===== src/rtl/mod_clock_enable_gen.sv =====
// Fractional clock-enable generator: per-channel phase accumulators producing
// single-cycle strobes, plus a lock-qualified system reset sequencer.
module mod_clock_enable_gen #(
  parameter int NUM_CH = 4,
  parameter int ACC_W = 24,
  parameter logic [NUM_CH*ACC_W-1:0] INC_INIT = '0,
  parameter int RST_HOLD = 1024,
  localparam int CH_W = (NUM_CH > 1) ? $clog2(NUM_CH) : 1
) (
  input  logic              in_clk,
  input  logic              in_rst_n,
  input  logic              in_pll_locked,
  input  logic [NUM_CH-1:0] in_ch_en,
  input  logic              in_wr_en,
  input  logic [CH_W-1:0]   in_wr_ch,
  input  logic [ACC_W-1:0]  in_wr_inc,
  output logic [NUM_CH-1:0] out_ce,
  output logic [NUM_CH-1:0] out_phase,
  output logic              out_locked,
  output logic              out_rst_n
);

  localparam int CNT_W = $clog2(RST_HOLD + 1);

  typedef enum logic {
    ST_HOLD,
    ST_RUN
  } state_t;

  state_t             state_q, state_d;
  logic [CNT_W-1:0]   cnt_q, cnt_d;
  logic               lock_meta, lock_sync;
  logic [ACC_W-1:0]   inc_q [NUM_CH];
  logic [ACC_W-1:0]   acc_q [NUM_CH];
  logic [NUM_CH-1:0]  ce_q;

  always_ff @(posedge in_clk or negedge in_rst_n) begin
    if (!in_rst_n) begin
      lock_meta <= 1'b0;
      lock_sync <= 1'b0;
    end else begin
      lock_meta <= in_pll_locked;
      lock_sync <= lock_meta;
    end
  end

  assign out_locked = lock_sync;

  always_ff @(posedge in_clk or negedge in_rst_n) begin
    if (!in_rst_n) begin
      state_q <= ST_HOLD;
      cnt_q   <= '0;
    end else begin
      state_q <= state_d;
      cnt_q   <= cnt_d;
    end
  end

  // Any cycle of lost lock restarts the hold count from zero.
  always_comb begin
    state_d = state_q;
    cnt_d   = cnt_q;
    case (state_q)
      ST_HOLD: begin
        if (!lock_sync) begin
          cnt_d = '0;
        end else if (cnt_q == CNT_W'(RST_HOLD - 1)) begin
          state_d = ST_RUN;
        end else if (cnt_q != CNT_W'(RST_HOLD)) begin
          cnt_d = cnt_q + CNT_W'(1);
        end
      end
      ST_RUN: begin
        if (!lock_sync) begin
          state_d = ST_HOLD;
          cnt_d   = '0;
        end
      end
      default: begin
        state_d = ST_HOLD;
        cnt_d   = '0;
      end
    endcase
  end

  assign out_rst_n = (state_q == ST_RUN);

  // Out-of-range channel indices match no register and are dropped.
  always_ff @(posedge in_clk or negedge in_rst_n) begin
    if (!in_rst_n) begin
      for (int i = 0; i < NUM_CH; i++) begin
        inc_q[i] <= INC_INIT[i*ACC_W +: ACC_W];
      end
    end else if (in_wr_en) begin
      for (int i = 0; i < NUM_CH; i++) begin
        if (in_wr_ch == CH_W'(i)) begin
          inc_q[i] <= in_wr_inc;
        end
      end
    end
  end

  always_ff @(posedge in_clk or negedge in_rst_n) begin
    if (!in_rst_n) begin
      for (int i = 0; i < NUM_CH; i++) begin
        acc_q[i] <= '0;
      end
      ce_q <= '0;
    end else begin
      for (int i = 0; i < NUM_CH; i++) begin
        if (!out_rst_n || !in_ch_en[i]) begin
          acc_q[i] <= '0;
          ce_q[i]  <= 1'b0;
        end else begin
          {ce_q[i], acc_q[i]} <= {1'b0, acc_q[i]} + {1'b0, inc_q[i]};
        end
      end
    end
  end

  assign out_ce = ce_q;

  for (genvar g = 0; g < NUM_CH; g++) begin : g_phase
    assign out_phase[g] = acc_q[g][ACC_W-1];
  end

endmodule


===== config.mk =====
export PLATFORM = sky130hd
export DESIGN_NAME = mod_clock_enable_gen
export DESIGN_NICKNAME = d
export VERILOG_FILES = /design/src/rtl/mod_clock_enable_gen.sv
export SDC_FILE = /design/constraint.sdc
export NUM_CORES = 1
export LEC_CHECK = 0
export ABC_AREA = 0
export BUFFER_PORTS_ARGS = -buffer_cell sky130_fd_sc_hd__buf_2
export CAP_MARGIN = 20
export CORE_ASPECT_RATIO = 0.75
export CORE_MARGIN = 2
export CORE_UTILIZATION = 55
export CTS_CLUSTER_SIZE = 40
export DETAILED_ROUTE_END_ITERATION = 8
export GPL_ROUTABILITY_DRIVEN = 0
export GPL_TIMING_DRIVEN = 0
export PLACE_DENSITY = 0.72
export SLEW_MARGIN = 20
export SYNTH_ARGS = -nofsm -noshare
export SYNTH_HDL_FRONTEND = slang
export SYNTH_SLANG_ARGS = --single-unit
export TNS_END_PERCENT = 100

===== constraint.sdc =====
create_clock -name in_clk -period 3.15 [get_ports in_clk]
set_input_delay 0.315 -clock in_clk [delete_from_list [all_inputs] [get_ports in_clk]]
set_output_delay 0.315 -clock in_clk [all_outputs]
set_load 0.02 [all_outputs]

==> results of run 1 <==
-- cell usage in the layout (no fill, tap or decap), types with 21 or more instances in the layout --
cell and n:
sky130_fd_sc_hd__dfrtp_1 210, sky130_fd_sc_hd__nor2_1 120, sky130_fd_sc_hd__ha_1 98, sky130_fd_sc_hd__mux2_2 96
sky130_fd_sc_hd__a21oi_1 71, sky130_fd_sc_hd__nand2_1 64, sky130_fd_sc_hd__o21ai_0 52, sky130_fd_sc_hd__buf_2 52
sky130_fd_sc_hd__a21o_1 36, sky130_fd_sc_hd__xor2_1 34, sky130_fd_sc_hd__nor3_1 33, sky130_fd_sc_hd__clkbuf_1 26
sky130_fd_sc_hd__xnor2_1 26, sky130_fd_sc_hd__clkbuf_16 23, sky130_fd_sc_hd__a211oi_1 21
-- routing by layer --
layer	wire, um	vias to the layer above
li1	-	4468
met1	15200	4562
met2	11700	284
met3	1850	26
met4	333	0
met5	0	-
-- state kept, by name, indices dropped and copies added (netlist names) --
register and flops:
acc_q 92, cnt_q 11, lock_meta 1, inc_q 96
out_rst_n 1, out_ce 4, out_locked 1, out_phase 4
-- cell families after synthesis --
kind of cell,synth area share [%]
buffers and inverters,2.13
adders and majority gates,10.7
AOI/OAI and AO/OA,17.4
DFF,43.0
muxes,9.10
and+or+nand+nor,13.4
xor gates and xnor gates,4.30
-- Yosys cell counts, types with 3 or more instances --
cell type | count | area share, %
sky130_fd_sc_hd__nor4_1 | 4 | 0.20
sky130_fd_sc_hd__clkbuf_2 | 3 | 0.12
sky130_fd_sc_hd__nor2_1 | 120 | 3.7
sky130_fd_sc_hd__and3_1 | 18 | 0.92
sky130_fd_sc_hd__a221o_1 | 3 | 0.25
sky130_fd_sc_hd__nor4b_1 | 3 | 0.22
sky130_fd_sc_hd__nand4_1 | 10 | 0.51
sky130_fd_sc_hd__clkbuf_1 | 24 | 0.74
sky130_fd_sc_hd__a31oi_1 | 13 | 0.67
sky130_fd_sc_hd__inv_1 | 17 | 0.52
sky130_fd_sc_hd__nand3b_1 | 3 | 0.18
sky130_fd_sc_hd__mux2_2 | 96 | 8.9
sky130_fd_sc_hd__ha_1 | 98 | 10
sky130_fd_sc_hd__or2_2 | 5 | 0.26
sky130_fd_sc_hd__buf_4 | 4 | 0.25
sky130_fd_sc_hd__mux2i_1 | 3 | 0.25
sky130_fd_sc_hd__o21ai_0 | 52 | 2.1
sky130_fd_sc_hd__o31ai_1 | 8 | 0.49
sky130_fd_sc_hd__a21o_1 | 36 | 2.2
sky130_fd_sc_hd__xor2_1 | 34 | 2.4
sky130_fd_sc_hd__o21a_1 | 18 | 1.1
sky130_fd_sc_hd__nand2_1 | 64 | 2.0
sky130_fd_sc_hd__a211oi_1 | 21 | 1.3
sky130_fd_sc_hd__nor3b_1 | 5 | 0.31
sky130_fd_sc_hd__dfrtp_1 | 210 | 43
sky130_fd_sc_hd__xnor2_1 | 26 | 1.9
sky130_fd_sc_hd__o211ai_1 | 7 | 0.43
sky130_fd_sc_hd__a21boi_0 | 5 | 0.31
sky130_fd_sc_hd__nand3_1 | 18 | 0.74
sky130_fd_sc_hd__a211o_1 | 4 | 0.29
sky130_fd_sc_hd__o21ai_1 | 9 | 0.37
sky130_fd_sc_hd__or3_1 | 8 | 0.41
sky130_fd_sc_hd__o21ai_2 | 3 | 0.22
sky130_fd_sc_hd__and2_1 | 15 | 0.77
sky130_fd_sc_hd__o21bai_1 | 10 | 0.61
sky130_fd_sc_hd__nor2b_1 | 6 | 0.31
sky130_fd_sc_hd__fa_1 | 4 | 0.66
sky130_fd_sc_hd__a21oi_1 | 71 | 2.9
sky130_fd_sc_hd__nand2b_1 | 11 | 0.56
sky130_fd_sc_hd__nor3_1 | 33 | 1.4
sky130_fd_sc_hd__a311oi_1 | 6 | 0.43
sky130_fd_sc_hd__buf_2 | 10 | 0.41
sky130_fd_sc_hd__a41oi_2 | 3 | 0.40
sky130_fd_sc_hd__a21oi_2 | 3 | 0.22
sky130_fd_sc_hd__o41ai_1 | 3 | 0.22
-- path summary, 6_finish.rpt --
| kind | start | slack (ns) | end | depth (start not counted) |
|---|---|---|---|---|
| worst min register to register | lock_meta | 0.38 | out_locked | 0 |
| worst max-delay path | inc_q[72] | 0.30 | out_ce[0] | 8 |
| worst min-delay path | in_ch_en[3] | 0.09 | acc_q[0] | 2 |
| max in group asynchronous | in_rst_n | 2.03 | cnt_q[1] | 3 |
| worst max register to register | inc_q[72] | 0.30 | out_ce[0] | 8 |
| min in group asynchronous | in_rst_n | 0.30 | inc_q[63] | 2 |
-- power groups by stage --
stage	sequential, mW	clock (mW)	combinational [mW]
after floorplan	3.09	0	0.952
after global placement	3.14	0	1.21
after detailed placement	3.15	0	1.25
after CTS	3.10	2.88	1.26
after global routing	3.13	3.00	1.43
final	3.10	2.83	1.27
-- final cells by class --
| type | instances | area [um^2] |
|---|---|---|
| clock buffer | 30 | 652 |
| buffer | 42 | 196 |
| clock inverter | 11 | 140 |
| sequential | 210 | 5260 |
| timing repair buffer | 47 | 300 |
| fill | 1850 | 8270 |
| multi-input combinational | 904 | 6690 |
| inverter | 17 | 63.8 |
| tap | 294 | 368 |
-- repair_timing --
item,4_1_cts,5_1_grt
hold buffers,2,0
setup endpoints to repair,0,0
buffers inserted,0,0
hold endpoints to repair,51,0
gates resized for setup,0,0
==> results.json, run 1 <==
{
  "timing.critical_path.required_ns": 3.53,
  "power-per-cell-area_nw_per_um2": 527,
  "maxCapViolCount": 0,
  "total_routing_usage_gr_pct": 25.6,
  "hp-class": "in2reg",
  "grt_busiest_layer": "met1",
  "combPwrFrac_pct": 17.7,
  "synth-seq-cells": 210,
  "final.period_utilization_pct": 90.3,
  "fin_ws_ns": 0.305,
  "timing_worst_slew_pin_value_ns": 1.09,
  "final_cells": 1555,
  "drc_errors": 0,
  "unrepaired_setup_endpoints_after_global_routing": "false",
  "drt_first_iter_violations": 730,
  "cts.clk_slew.worst_paths_ns": 0.06,
  "grt_overflow": 0,
  "detailroute.via_count": 9340,
  "post-layout-total-power_mw": 7.20,
  "run_status": "complete, no violations",
  "placed_inst_area_um2": 12900,
  "synth-edff-count": 0,
  "detail_route.first_pass.iterations": 6,
  "setup-violations-final": 0,
  "finalWirelength_mm": 29.1,
  "synth_fp_nets": 1309,
  "grt_util_met3_pct": 3.71,
  "routedWlPerCell_um": 18.7,
  "groute.layer.met1.usage_pct": 43.1,
  "critPathMaxFanout": 4,
  "layout-drive-gt1-share_pct": 18.2,
  "antenna_found_initial": 0,
  "final_core_utilization_pct": 62.3,
  "tns_ns": 0,
  "count_of_different_cell_masters_after_synthesis": 81,
  "endpoint_kind": "flip-flop",
  "fin_hold_ws_ns": 0.0866,
  "floorplan.die.width_um": 176,
  "grt_first_pass_wirelength_mm": 47.8,
  "worst_path_largest_cell_delay_ns": 0.45,
  "io_buffer_count": 43,
  "avgSynthCellArea_um2": 10.4,
  "timing.critical_path.from_type": "flip-flop",
  "power.share.switching_pct": 27.8,
  "relSlewSlack_pct": 27.4,
  "power.clock.fraction_pct": 39.3,
  "cellLeakagePower_nw": 6.51,
  "die_height_um": 133,
  "floorplan.io_pins": 44,
  "ctsRootBufferMaster": "sky130_fd_sc_hd__clkbuf_16",
  "synth-seq-area-share_pct": 43.0,
  "max-clock-path-buffers": 3,
  "core_um2": 21900,
  "grt_start_max_net_pins": 98,
  "gr-usage-met2_pct": 35.0,
  "initial_core_util_pct": 55.7,
  "share_seq_of_total_power_pct": 43.0,
  "worst_clock_skew_ns": 0.0186,
  "post-route-min-period_ns": 2.85,
  "finish.net_count": 1381,
  "clock_latency_ns": 0.52,
  "syn_to_final_growth_pct": 12.0,
  "cpLargestDelayFamily": "compound AO/OA/AOI/OAI gates",
  "die_area_um2": 23400,
  "postSynth.topFlopCell": "sky130_fd_sc_hd__dfrtp_1",
  "yosys_warnings": 0,
  "arrival_ns": 3.22,
  "ant_nets": 0,
  "synthesis.instances": 1173,
  "timing_worst_setup_path_type": "reg2reg",
  "hold_fails_final_rpt": 0,
  "post-dp-hpwl_mm": 21.0,
  "placed_cells_incl_taps": 1512,
  "antenna-diode-count": 0,
  "cts_h_tree_depth": 1,
  "path_buf_inv": 0,
  "synth.cell_area_um2": 12200,
  "slew_violations": 0,
  "power.switching_mw": 2.00,
  "routed_via_density": 6.01,
  "postSynth.asyncResetShare_pct": 100,
  "core.rowCount": 47,
  "worstPathCellList": "ha_1 -> fa_1 -> a211oi_1 -> o21bai_1 -> o211ai_1 -> a21boi_0 -> o22a_1 -> a41o_1",
  "final_design_area_no_fill_um2": 13700,
  "power.internal_mw": 5.20,
  "cts_made_buffers": 23,
  "cts_tree": "built",
  "critical-path-slowest-cell": "sky130_fd_sc_hd__fa_1",
  "max_freq_mhz": 351,
  "worst_ir_drop_vdd_uv": 382,
  "grt_pass1_vias": 8690,
  "tritoncts_num_sinks": 210,
  "post-place-ws_ns": 0.362
}
(Power assumes the default switching activity.)
==> inputs of run 2 (changes only) <==
--- a/config.mk
+++ b/config.mk
@@ -10,12 +10,11 @@
 export CAP_MARGIN = 20
 export CORE_ASPECT_RATIO = 0.75
 export CORE_MARGIN = 2
-export CORE_UTILIZATION = 55
+export CORE_UTILIZATION = 40
 export CTS_CLUSTER_SIZE = 40
 export DETAILED_ROUTE_END_ITERATION = 8
 export GPL_ROUTABILITY_DRIVEN = 0
 export GPL_TIMING_DRIVEN = 0
-export PLACE_DENSITY = 0.72
 export SLEW_MARGIN = 20
 export SYNTH_ARGS = -nofsm -noshare
 export SYNTH_HDL_FRONTEND = slang
==> run 2 against run 1 <==
Effect of this change: clock skew about the same; worst hold slack worse by 0.018 ns; flip-flop and latch count unchanged; global-route usage down 6.9 points; wire length about the same; core utilization down 17 points; cell area up 0.64%; power down 2.2%; clock power down 5%; via count down 2.7%.
==> results.json, run 2 (synthesis gave the netlist of run 1 again) <==
{
  "run_status": "complete, no violations",
  "endpoint_kind": "flip-flop",
  "clock_latency_ns": 0.54,
  "worst_path_largest_cell_delay_ns": 0.43,
  "core_um2": 30100,
  "fin_hold_ws_ns": 0.0690,
  "layout-drive-gt1-share_pct": 17.9,
  "cellLeakagePower_nw": 6.49,
  "max-clock-path-buffers": 3,
  "timing_worst_slew_pin_value_ns": 0.802,
  "number_of_fillers_in_the_final_layout": 2864,
  "final_design_area_no_fill_um2": 13800,
  "post-dp-hpwl_mm": 20.7,
  "largest_reg_flops": 96,
  "initial_core_util_pct": 40.6,
  "arrival_ns": 3.22,
  "cts.clk_slew.worst_paths_ns": 0.06,
  "hold_fails_final_rpt": 0,
  "hp-class": "in2reg",
  "setup-violations-final": 0,
  "io_buffer_count": 43,
  "routed_via_density": 5.48,
  "routedWlPerCell_um": 17.5,
  "final_core_utilization_pct": 45.7,
  "r2r_cells": 9,
  "die_area_um2": 31900,
  "worst_clock_skew_ns": 0.0190,
  "antenna_found_initial": 2,
  "layout_top_registers": "inc_q: 96 flops, acc_q: 92 flops, cnt_q: 11 flops",
  "total_routing_usage_gr_pct": 18.8,
  "drc_errors": 0,
  "max_freq_mhz": 354,
  "final.period_utilization_pct": 89.6,
  "detailroute.via_count": 9085,
  "min_from": "in_ch_en[3]",
  "worst_setup_path_endpoint": "out_ce[1]",
  "grt_overflow": 0,
  "timing_worst_setup_path_type": "reg2reg",
  "largest_register": "inc_q",
  "unrepaired_setup_endpoints_after_global_routing": "false",
  "syn_to_final_growth_pct": 12.7,
  "ant_nets": 0,
  "slew_violations": 0,
  "cts_tree": "built",
  "regToRegEndpoint": "out_ce[1]",
  "cpLargestDelayFamily": "compound AO/OA/AOI/OAI gates",
  "cts_made_buffers": 23,
  "floorplan.die.width_um": 206,
  "post-route-min-period_ns": 2.82,
  "core.rowCount": 55,
  "grt_pass1_vias": 8667,
  "critPathMaxFanout": 3,
  "drt_first_iter_violations": 437,
  "detail_route.first_pass.iterations": 5,
  "multi_input_comb_area_um2": 6700,
  "die_height_um": 155,
  "dr.max_layer_used": "met4",
  "critical_path.reg2reg.startpoint": "inc_q[48]",
  "layout.cells.most_common": "sky130_fd_sc_hd__dfrtp_1",
  "routedLengthMet1_mm": 14.9,
  "maxCapViolCount": 0,
  "tritoncts_num_sinks": 210,
  "met2_wirelength_mm": 12.2,
  "cts_resized": 0,
  "timing.critical_path.required_ns": 3.55,
  "ctsRootBufferMaster": "sky130_fd_sc_hd__clkbuf_16",
  "floorplan.io_pins": 44,
  "placed_inst_area_um2": 13000,
  "grt_first_pass_wirelength_mm": 47.2,
  "cts_h_tree_depth": 1,
  "relSlewSlack_pct": 46.3,
  "worst_ir_drop_vdd_uv": 296,
  "critical_path_depth": 9,
  "routed-wl-met3_mm": 1.19,
  "critPathLaunch": "inc_q[48]",
  "timing.critical_path.from_type": "flip-flop",
  "path_buf_inv": 0,
  "critical-path-slowest-cell": "sky130_fd_sc_hd__fa_1",
  "finalWirelength_mm": 29.0,
  "antenna-diode-count": 0,
  "power-per-cell-area_nw_per_um2": 512,
  "worst-r2r-setup-slack_ns": 0.33,
  "area.sequential_um2": 5260,
  "worstPathCellList": "ha_1 -> fa_1 -> a21oi_2 -> o21ai_2 -> a211oi_2 -> o31ai_2 -> a211o_1 -> a41o_1 -> o31a_1",
  "finish.net_count": 1381,
  "commonest_cells_after_routing_fill_and_taps_aside": "sky130_fd_sc_hd__dfrtp_1, sky130_fd_sc_hd__nor2_1, sky130_fd_sc_hd__ha_1",
  "grt_start_max_net_pins": 91
}
[run 2: changes by cell type in the layout (fill, tap and decap cells not counted), sizes merged]
cell and change:
inv -1, clkinv -3, clkbuf +6, clkinvlp -1
bufinv -2
[run 2: worst reg2reg max path: stages, from the launching register on]
cell                       delay, ns
sky130_fd_sc_hd__dfrtp_1        0.40
sky130_fd_sc_hd__ha_1           0.25
sky130_fd_sc_hd__fa_1           0.43
sky130_fd_sc_hd__a21oi_2        0.19
sky130_fd_sc_hd__o21ai_2        0.11
sky130_fd_sc_hd__a211oi_2       0.28
sky130_fd_sc_hd__o31ai_2        0.13
sky130_fd_sc_hd__a211o_1        0.34
sky130_fd_sc_hd__a41o_1         0.27
sky130_fd_sc_hd__o31a_1         0.29
[run 2: how the worst min path moves through the flow]
stage / cells past startpoint / to / slack (ns)
2_1_floorplan: 0 / acc_q[0] / 0.02
3_3_place_gp: 0 / out_locked / 0.33
3_5_place_dp: 1 / acc_q[58] / 0.22
4_1_cts: 2 / acc_q[1] / 0.06
5_1_grt: 2 / acc_q[1] / 0.06
6_report: 2 / acc_q[0] / 0.07
[run 2: repair_timing]
action	4_1_cts	5_1_grt
setup buffers	0	0
endpoints found under the hold margin	37	0
hold buffers	2	0
[run 2: area by class of cell]
type	count	area share, %
multi-input combinational	904	48.7
inverter	17	0.464
clock buffer	36	5.05
sequential	210	38.2
buffer	42	1.43
tap	399	3.63
timing repair buffer	47	2.18
clock inverter	4	0.355
[run 2: where the power goes]
| part | switching, mW | internal, mW | leakage (nW) |
|---|---|---|---|
| logic | 0.709 | 0.557 | 3.40 |
| clock network | 1.10 | 1.59 | 0.367 |
| registers | 0.148 | 2.94 | 2.72 |
| total | 1.96 | 5.08 | 6.49 |
[run 2: layer usage]
layer	GRT usage (%)	up-vias
met5	0	-
met1	28.8	4427
li1	-	4463
met2	27.4	155
met3	2.47	40
met4	5.14	0
[run 2: stage by stage]
stage	TNS (ns)	setup WS [ns]	instances	total power [mW]
finish	0	0.328	1659	7.04
global route	0	0.150	1659	7.42
CTS	0	0.357	1659	7.12
detailed placement	0	0.396	1617	4.40
global placement	-408.82	-1.98	1615	4.35
floorplan	0	0.676	1173	4.04
==> inputs of run 3 (changes only) <==
--- a/config.mk
+++ b/config.mk
@@ -15,6 +15,7 @@
 export DETAILED_ROUTE_END_ITERATION = 8
 export GPL_ROUTABILITY_DRIVEN = 0
 export GPL_TIMING_DRIVEN = 0
+export RECOVER_POWER = 100
 export SLEW_MARGIN = 20
 export SYNTH_ARGS = -nofsm -noshare
 export SYNTH_HDL_FRONTEND = slang
==> run 3 against run 2 <==
Effect of this change: the run now ends with capacitance limit, slew limit left; global-route usage unchanged; final cell count unchanged; maximum frequency decreased by 2.4%; cell area decreased by 0.61%; critical endpoint unchanged.
==> results.json, run 3 (synthesis gave the netlist of run 1 again) <==
{
  "core.rowCount": 55,
  "run_status": "finished with violations",
  "number_of_fillers_in_the_final_layout": 2883,
  "arrival_ns": 3.29,
  "ctsRootBufferMaster": "sky130_fd_sc_hd__clkbuf_16",
  "core_um2": 30100,
  "post-route-min-period_ns": 2.89,
  "routed_via_density": 5.48,
  "detail_route.first_pass.iterations": 5,
  "maxCapViolCount": 1,
  "routedWlPerCell_um": 17.6,
  "clock_latency_ns": 0.54,
  "floorplan.io_pins": 44,
  "layout.cells.most_common": "sky130_fd_sc_hd__dfrtp_1",
  "cts.clk_slew.worst_paths_ns": 0.06,
  "fin_ws_ns": 0.259,
  "post-layout-total-power_mw": 7.04,
  "placed_inst_area_um2": 13000,
  "initial_core_util_pct": 40.6,
  "drt_first_iter_violations": 433,
  "failed_checks": "capacitance limit, slew limit",
  "cts_made_buffers": 23,
  "post-place-ws_ns": 0.396,
  "hp-class": "in2reg",
  "relSlewSlack_pct": -55.0,
  "post-dp-hpwl_mm": 20.7,
  "finalWirelength_mm": 29.1,
  "final_design_area_no_fill_um2": 13700,
  "die_height_um": 155,
  "hold_fails_final_rpt": 0,
  "antenna_found_initial": 2,
  "unrepaired_setup_endpoints_after_global_routing": "false",
  "setup-violations-final": 0,
  "timing_worst_slew_pin_value_ns": 2.32,
  "cts_h_tree_depth": 1,
  "grt_start_max_net_pins": 91,
  "die_area_um2": 31900,
  "cts_tree": "built",
  "tritoncts_num_sinks": 210,
  "io_buffer_count": 43,
  "antenna-diode-count": 0,
  "floorplan.die.width_um": 206,
  "worst_clock_skew_ns": 0.0173,
  "layout-drive-gt1-share_pct": 15.8,
  "timing.critical_path.required_ns": 3.55,
  "timing.critical_path.from_type": "flip-flop",
  "detailroute.via_count": 9093,
  "layout_top_registers": "inc_q: 96 flops, acc_q: 92 flops, cnt_q: 11 flops",
  "total_routing_usage_gr_pct": 18.8,
  "syn_to_final_growth_pct": 12.0,
  "final.period_utilization_pct": 91.8,
  "power-per-cell-area_nw_per_um2": 515,
  "grt_pass1_vias": 8667,
  "timing_worst_setup_path_type": "reg2reg",
  "grt_first_pass_wirelength_mm": 47.2,
  "max_freq_mhz": 346,
  "cellLeakagePower_nw": 6.40,
  "grt_overflow": 0,
  "largest_register": "inc_q",
  "max-clock-path-buffers": 3,
  "drc_errors": 0,
  "finish.net_count": 1381,
  "commonest_cells_after_routing_fill_and_taps_aside": "sky130_fd_sc_hd__dfrtp_1, sky130_fd_sc_hd__nor2_1, sky130_fd_sc_hd__ha_1",
  "ant_nets": 0,
  "worst_ir_drop_vdd_uv": 297,
  "slew_violations": 37,
  "largest_reg_flops": 96,
  "endpoint_kind": "flip-flop",
  "critPathMaxFanout": 3
}
==> run 3: report_power, final <==
part | switching [mW] | internal (mW)
sequential | 0.148 | 2.94
combinational | 0.706 | 0.554
clock | 1.11 | 1.59
total | 1.96 | 5.08
==> run 3: worst paths after layout <==
kind,slack [ns],cells past startpoint,to,start
setup / recovery,0.26,9,out_ce[1],inc_q[48]
hold / removal,0.07,2,acc_q[0],in_ch_en[3]
setup reg to reg,0.26,9,out_ce[1],inc_q[48]
hold reg to reg,0.35,0,out_locked,lock_meta
max in group asynchronous,0.79,3,cnt_q[8],in_rst_n
min in group asynchronous,1.02,2,acc_q[58],in_rst_n
==> run 3: per-layer routing <==
metal  vias to the layer above  GRT usage [%]  part of all wire, %
met3                        42           2.47                  4.0
li1                       4452              -                    -
met1                      4444           28.8                   51
met4                         0           5.14                  2.5
met5                         -              0                    0
met2                       155           27.4                   42
==> run 3: final cells by class <==
class / count / area [um^2] / area share [%]
plain buffers: 42 / 191 / 1.40
clock buffers: 36 / 694 / 5.08
clock inverters: 4 / 48.8 / 0.357
inverters: 17 / 63.8 / 0.467
multi-input cells: 904 / 6650 / 48.6
flip-flops and latches: 210 / 5260 / 38.4
well taps: 399 / 499 / 3.65
repair buffers: 47 / 274 / 2.00
==> run 3: what timing repair did <==
action,in CTS,in global routing
hold buffers,2,0
setup buffers,0,0
setup endpoints to repair,0,0
resized for setup,0,0
endpoints found under the hold margin,37,0
==> run 3: through the flow <==
stage | instances | hold WS, ns | setup TNS, ns | utilization [%]
final | 1659 | 0.0680 | 0 | 45.5
after global routing | 1659 | 0.0646 | 0 | 45.5
after detailed placement | 1617 | 0.222 | 0 | 43.2
after CTS | 1659 | 0.0569 | 0 | 45.7
after floorplan | 1173 | 0.0194 | 0 | -
after global placement | 1615 | 0.332 | -408.82 | 43.0
==> run 3: worst max-delay path, cell delays in order, from the launching register on <==
cell and delay (ns):
sky130_fd_sc_hd__dfrtp_1 0.40, sky130_fd_sc_hd__ha_1 0.25, sky130_fd_sc_hd__fa_1 0.42, sky130_fd_sc_hd__a21oi_1 0.25, sky130_fd_sc_hd__o21ai_2 0.12, sky130_fd_sc_hd__a211oi_2 0.25
sky130_fd_sc_hd__o31ai_1 0.16, sky130_fd_sc_hd__a211o_1 0.35, sky130_fd_sc_hd__a41o_1 0.27, sky130_fd_sc_hd__o31a_1 0.28
